<file path="config.mk">
export PLATFORM = sky130hd
export DESIGN_NAME = fifo_wr_arbiter
export DESIGN_NICKNAME = d
export VERILOG_FILES = /design/src/rtl/fifo_wr_arbiter.sv
export SDC_FILE = /design/constraint.sdc
export NUM_CORES = 1
export LEC_CHECK = 0
export CAP_MARGIN = 30
export CORE_UTILIZATION = 39
export CTS_CLUSTER_DIAMETER = 50
export DETAILED_ROUTE_END_ITERATION = 10
export GPL_TIMING_DRIVEN = 1
export PLACE_DENSITY = 0.91
export RECOVER_POWER = 50
export SLEW_MARGIN = 20
export SYNTH_ARGS = -nofsm -noshare
export SYNTH_HDL_FRONTEND = slang
export SYNTH_SLANG_ARGS = --single-unit
</file>
<file path="constraint.sdc">
create_clock -name wclk -period 4.76 [get_ports wclk]
set_input_delay 0.476 -clock wclk [delete_from_list [all_inputs] [get_ports wclk]]
set_output_delay 0.476 -clock wclk [all_outputs]
set_load 0.02 [all_outputs]
</file>
<file path="src/rtl/fifo_wr_arbiter.sv">
// Round-robin burst arbiter for the async-FIFO write port.
// Admits a burst only when the FIFO can absorb MAX_BURST words.
module fifo_wr_arbiter #(
  parameter int NUM_REQ    = 4,
  parameter int DATA_WIDTH = 8,
  parameter int ADDR_WIDTH = 9,
  parameter int MAX_BURST  = 16
) (
  input  logic                          wclk,
  input  logic                          wrst_n,
  input  logic [NUM_REQ-1:0]            req_valid,
  input  logic [NUM_REQ*DATA_WIDTH-1:0] req_data,
  input  logic [NUM_REQ-1:0]            req_last,
  output logic [NUM_REQ-1:0]            req_ready,
  input  logic                          wfull,
  input  logic [ADDR_WIDTH:0]           wptr,
  input  logic [ADDR_WIDTH:0]           wq2_rptr,
  output logic                          winc,
  output logic [DATA_WIDTH-1:0]         wdata,
  output logic [$clog2(NUM_REQ)-1:0]    grant_id,
  output logic                          busy,
  output logic [ADDR_WIDTH:0]           free_cnt
);

  localparam int GW = $clog2(NUM_REQ);
  localparam int PW = ADDR_WIDTH + 1;
  localparam int BW = $clog2(MAX_BURST + 1);
  localparam logic [PW-1:0] DEPTH = PW'(1) << ADDR_WIDTH;
  localparam logic [PW-1:0] MAXB  = PW'(MAX_BURST);
  localparam logic [BW-1:0] LASTB = BW'(MAX_BURST - 1);

  typedef enum logic {IDLE, BURST} state_t;

  state_t          state, state_nx;
  logic [GW-1:0]   rr_last;
  logic [GW-1:0]   sel;
  logic [GW-1:0]   cand;
  logic            found;
  logic [BW-1:0]   beat_cnt;
  logic [PW-1:0]   wbin, rbin, used;
  logic            xfer, burst_end;
  logic [DATA_WIDTH-1:0] data_arr [NUM_REQ];

  function automatic logic [PW-1:0] g2b(input logic [PW-1:0] g);
    logic [PW-1:0] b;
    b[PW-1] = g[PW-1];
    for (int i = PW - 2; i >= 0; i--)
      b[i] = b[i+1] ^ g[i];
    return b;
  endfunction

  // modular difference stays correct across the pointer MSB wrap
  assign wbin     = g2b(wptr);
  assign rbin     = g2b(wq2_rptr);
  assign used     = wbin - rbin;
  assign free_cnt = DEPTH - used;

  always_comb begin
    for (int i = 0; i < NUM_REQ; i++)
      data_arr[i] = req_data[i*DATA_WIDTH +: DATA_WIDTH];
  end

  always_comb begin
    sel   = '0;
    cand  = '0;
    found = 1'b0;
    for (int k = 1; k <= NUM_REQ; k++) begin
      cand = GW'((int'(rr_last) + k) % NUM_REQ);
      if (!found && req_valid[cand]) begin
        found = 1'b1;
        sel   = cand;
      end
    end
  end

  assign busy      = (state == BURST);
  assign xfer      = busy && req_valid[grant_id] && !wfull;
  assign burst_end = xfer &&
                     (req_last[grant_id] || beat_cnt == LASTB);
  assign wdata     = data_arr[grant_id];

  always_comb begin
    state_nx  = state;
    req_ready = '0;
    winc      = 1'b0;
    unique case (state)
      IDLE: begin
        if (found && free_cnt >= MAXB)
          state_nx = BURST;
      end
      BURST: begin
        req_ready[grant_id] = !wfull;
        winc                = xfer;
        if (burst_end)
          state_nx = IDLE;
      end
      default: state_nx = IDLE;
    endcase
  end

  always_ff @(posedge wclk or negedge wrst_n) begin
    if (!wrst_n) begin
      state    <= IDLE;
      rr_last  <= GW'(NUM_REQ - 1);
      grant_id <= '0;
      beat_cnt <= '0;
    end else begin
      state <= state_nx;
      if (state == IDLE && state_nx == BURST) begin
        grant_id <= sel;
        beat_cnt <= '0;
      end else if (xfer) begin
        beat_cnt <= beat_cnt + BW'(1);
      end
      if (burst_end)
        rr_last <= grant_id;
    end
  end

endmodule

</file>
Word-level counts from Yosys, hierarchy flattened:

Index checks and enable logic that the tools add are counted.

* input bits: 63
* output and inout bits: 26
* flip-flop bits (word level): 10

* muxes and demuxes: 32
* $add $sub $neg: 7
* reductions and logical operators: 15
* bitwise logic cells: 21
* equal/unequal tests: 1
* order comparisons: 8

Operators by type and width (count)
* $xor 1x1->1: 18
* $bmux 8 s2: 1
* $mux 8: 2
* $lt 2x3->1 const B: 5
* $mux 1: 14
* $bmux 1 s2: 6
* $ge 10x5->1 const B: 1
* $mux 5: 2
* $sub 10x10->10: 1
* $sub 10x10->10 const A: 1
* $logic_and 1x1->1: 9
* $mux 2: 4
* $add 5x1->5 const B: 1
* $eq 5x4->1 const B: 1
* $add 2x1->2 const B: 2
* $add 2x2->2 const B: 2
* $and 4x4->4: 1
* $logic_not 1->1: 4
* $mux 4: 1
* $ge 3x3->1 const B: 1
* $not 2->3: 1
* $demux 1 s2: 1
* $ge 2x1->1 const B: 1
* $pmux 1 s2: 1
* other kinds (3): 3

Depth between registers and ports, before layout:

* depth after elaboration: 18
* depth in mapped cells: 17
* gate-level depth less buffers: 16

Least setup slack after synthesis:

OpenSTA, ideal clock, no wires.

* path kind: input -> register
* start: input wptr[9]
* end: register grant_id[0]
* slack: 65 ps
* stages: 16
* setup time: 125 ps
* required time: 4635 ps
* arrival: 4570 ps
* cell sequence: xnor3_2 xor2_2 xor2_2 xor2_2 xor2_2 xnor2_1 ha_1 ha_1 fa_1 a211oi_1 o21bai_1 o41a_1 xnor2_1 o41a_1 buf_2 mux2_2

* cells in the longest elaborated chain, start to end: 16

RTL lines
* start, declared: RTL line 16 `input logic [ADDR_WIDTH:0] wptr,`
* $xor 1x1->1 (9 in a row): RTL line 48 `b[i] = b[i+1] ^ g[i];`
* $sub 10x10->10 *: RTL line 55 `assign used = wbin - rbin;`
* $sub 10x10->10 *: RTL line 56 `assign free_cnt = DEPTH - used;`
* named net free_cnt[9]: RTL line 22 `output logic [ADDR_WIDTH:0] free_cnt`
* $ge 10x5->1 *: RTL line 88 `if (found && free_cnt >= MAXB)`
* $logic_and 1x1->1 *: RTL line 88
* $mux 1 *: RTL line 88
* $pmux 1 s2 *: RTL line 86 `unique case (state)`
* $logic_and 1x1->1 *: RTL line 109 `if (state == IDLE && state_nx == BURST) begin`
* end signal, assigned: RTL line 110 `grant_id <= sel;`
* end, declared: RTL line 20 `output logic [$clog2(NUM_REQ)-1:0] grant_id,`

Mark *: on every way through the listed nets, which the timed path passes. The rest lies on a longest branch.
A chain may end at the register's enable or synchronous reset.

Worst setup path after layout:

* start: input wq2_rptr[9]
* end: register grant_id[0]

* cells in the longest elaborated chain, start to end: 16

RTL lines
* start, declared: RTL line 17 `input logic [ADDR_WIDTH:0] wq2_rptr,`
* $xor 1x1->1 (9 in a row): RTL line 48
* $sub 10x10->10 *: RTL line 55
* $sub 10x10->10 *: RTL line 56
* $ge 10x5->1 *: RTL line 88
* $logic_and 1x1->1 *: RTL line 88
* $mux 1 *: RTL line 88
* $pmux 1 s2 *: RTL line 86
* $logic_and 1x1->1 *: RTL line 109

Mark *: on every way between the ends. The rest lies on a longest branch, timed or not.

==> flow_metrics.py <==
metrics = {
    "outcome": {
        "status": "finished, final reports clean",
    },
    "setup_path": {
        "startpoint_type": "input port",
        "cp_slowest_cell": "xor3_2",
        "worst_ep_arrival_time_ps": 4730,
        "cp-startpoint": "wq2_rptr[9]",
        "crit_chain": "dlymetal6s2s_1, xor3_2, xor2_4, xnor2_2, xnor2_2, xnor2_2, xnor2_1, ha_1, ha_4, fa_2, buf_6, buf_4, a21o_1, a21oi_2, xnor2_2, or3_1, o41a_1, mux2_4",
        "timing.rr.end": "rr_last[0]",
        "cp-endpoint": "grant_id[0]",
        "required_ps": 4870,
        "crit_type": "input port to register",
        "path_common_cell": "xnor2_2",
        "worstPathMaxFanout": 3,
        "end_kind": "register",
        "reg2reg_slack_ps": 2250,
        "max_stage_delay_ps": 440,
        "r2r_cells": 4,
        "r2r-start": "grant_id[0]",
    },
    "drt": {
        "final_antenna_net_count": 0,
        "via_count": 1638,
        "firstDrtPassIters": 4,
        "drc": 0,
        "first_iter_violations": 45,
        "wl_um": 4860,
        "wire_per_inst_um": 15.4,
        "viasPerCell": 5.18,
    },
    "die": {
        "core_area_mm2": 0.00380,
        "die_h_um": 66.0,
        "die_w_um": 66.0,
        "die_area_mm2": 0.00435,
        "start_util_pct": 42.0,
        "rows": 22,
        "boundaryPins": 89,
    },
    "clock_network": {
        "cts_buffer_depth": 2,
        "h-tree-depth": 1,
        "cts_buffers": 3,
        "clk_latency_ps": 230,
        "cts_sinks": 10,
        "path_clk_slew_ps": 40,
        "cts_tree": "yes",
        "cts_hold_buf": 0,
        "root_buffer": "clkbuf_8",
    },
    "yosys": {
        "synth_edf_count": 0,
        "yosys_warnings": 0,
        "synth-async-reset-ratio_pct": 100,
        "ys_ff_latch": 10,
        "synth_cells": 154,
        "synth_area_mm2": 0.00160,
        "ys.flop_type": "dfrtp_1",
        "avgSynthCellArea_um2": 10.4,
        "synthDistinctLibCells": 42,
        "yosysSeqAreaShare_pct": 15.8,
        "syn_nets": 237,
    },
    "power_and_ir_drop": {
        "powerDensity_mw_per_mm2": 702,
        "ir_drop_mv": 0.371,
        "p_leak_nw": 1.27,
        "total_power_w": 0.00201,
    },
    "global_route": {
        "grt_use_total_pct": 23.1,
        "grt_pass1_vias": 1666,
        "grt_max_degree": 18,
        "antenna_found_initial": 0,
        "grt_pass1_wl_um": 7670,
        "grt-ovfl-total": 0,
    },
    "layout": {
        "area_delta_synth_final_pct": 79.1,
        "final_common_cell": "clkdlybuf4s50_1",
        "antenna_cells": 0,
        "post-route-util_pct": 75.2,
        "layout_common_cells": "clkdlybuf4s50_1, buf_4, ha_1, xnor2_1, dlygate4sd3_1",
        "drive_gt1_share_pct": 27.2,
        "finalInstanceArea_mm2": 0.00286,
        "final_cells": 316,
        "fill_cells": 259,
        "final_nets": 352,
    },
    "timing": {
        "max_freq_mhz": 216,
        "min_period_ps": 4620,
        "skew_ps": 3.28,
        "tightest_slew_ps": 750,
        "slew_viol_final": 0,
        "relSlewSlack_pct": 50.0,
        "holdWs_ps": 544,
        "post-route-period-util_pct": 97.1,
        "setup_viol": 0,
        "hold_violations": 0,
    },
    "min_path": {
        "hp-class": "register to register",
    },
    "job": {
        "drv_cap": 0,
    },
    "placement": {
        "hpwl_um": 3910,
        "gp_congestion": 0.843,
        "dp_cells": 305,
        "place_area_mm2": 0.00267,
        "port_buffers": 88,
    },
}
## routing by layer
| metal | wire length [um] | track usage [%] |
|---|---|---|
| met4 | 51 | 4.26 |
| met5 | 0 | 0 |
| met3 | 257 | 3.97 |
| met1 | 1950 | 26.9 |
| met2 | 2600 | 43.8 |
## power by group
| part | internal, W | leakage, nW | switching, W |
|---|---|---|---|
| Combinational | 0.000911 | 1.12 | 0.000799 |
| Clock | 0.0000585 | 0.0228 | 0.0000317 |
| Sequential | 0.000125 | 0.121 | 0.0000800 |
| Total | 0.00109 | 1.27 | 0.000910 |
## state kept, by name, summed over array words and instances, names as in the netlist
register,cells
beat_cnt,5
busy,1
grant_id,2
rr_last,2
## kinds of logic after synthesis
logic type               Yosys count  share of synthesized area, %
XOR/XNOR                          33                          22.8
buffers and inverters             14                          3.45
flip-flops                        10                          15.8
multiplexers                      18                          19.5
AO/OA/AOI/OAI                     28                          11.6
adder cells (fa/ha/maj)           20                          16.2
AND/OR/NAND/NOR                   31                          10.7
## critical path, delay by kind of cell
family,cells,cell delay [ps]
multiplexers,1,330
AO/OA/AOI/OAI,3,740
XOR/XNOR,7,1450
buffers and inverters,3,410
adder cells (fa/ha/maj),3,910
AND/OR/NAND/NOR,1,400
## repair_timing
| item | in CTS | in global routing |
|---|---|---|
| endpoints found under the setup margin | 15 | 12 |
| buffers inserted | 2 | 5 |
| gates resized for setup | 27 | 16 |
| pin swaps | 13 | 22 |
## cell type report
class / instances / area, um2 / share of cell area [%]
Clock buffer: 4 / 45.0 / 1.58
Tap cell: 48 / 60.1 / 2.10
Timing Repair Buffer: 116 / 1090 / 38.1
Multi-Input combinational cell: 130 / 1380 / 48.3
Inverter: 8 / 30.0 / 1.05
Sequential cell: 10 / 253 / 8.84
## worst min-delay path by stage
stage	from	endpoint	slack [ps]	cells past startpoint
6_report	beat_cnt[3]	beat_cnt[3]	540	2
5_1_grt	beat_cnt[3]	beat_cnt[3]	580	2
4_1_cts	beat_cnt[3]	beat_cnt[3]	550	2
3_5_place_dp	beat_cnt[3]	beat_cnt[3]	530	2
3_3_place_gp	beat_cnt[3]	beat_cnt[3]	520	2
2_1_floorplan	wrst_n	beat_cnt[0]	180	0
## through the flow
stage / setup WS [ps] / setup TNS (ps)
3_5_place_dp: -680 / -5140
5_1_grt: -13.8 / -13.8
3_3_place_gp: -577 / -3770
2_1_floorplan: 65.2 / 0
4_1_cts: 21.4 / 0
6_report: 139 / 0
## cells in the mapped netlist, types with 2 or more instances
| library cell | instances | area, um2 |
|---|---|---|
| nor2_1 | 9 | 33.8 |
| inv_1 | 8 | 30.0 |
| o41a_1 | 2 | 22.5 |
| mux2_2 | 4 | 45.0 |
| xnor2_2 | 2 | 32.5 |
| dfrtp_1 | 8 | 200 |
| nand2_1 | 3 | 11.3 |
| and3_1 | 2 | 12.5 |
| nor3b_1 | 2 | 15.0 |
| buf_2 | 2 | 10.0 |
| xnor2_1 | 17 | 149 |
| clkbuf_1 | 3 | 11.3 |
| ha_1 | 19 | 238 |
| dfstp_2 | 2 | 52.6 |
| a21oi_1 | 8 | 40.0 |
| mux4_2 | 10 | 225 |
| nor3_1 | 2 | 10.0 |
| a21o_1 | 4 | 30.0 |
| nand3b_1 | 2 | 15.0 |
| xor2_1 | 8 | 70.1 |
| nand3_1 | 2 | 10.0 |
| xor2_2 | 4 | 65.1 |
| o21ai_0 | 6 | 30.0 |
| o21bai_1 | 2 | 15.0 |
| a211oi_1 | 2 | 15.0 |
| nand4_1 | 2 | 12.5 |
| mux2i_1 | 4 | 40.0 |
Power figures use the tool's default switching activity.
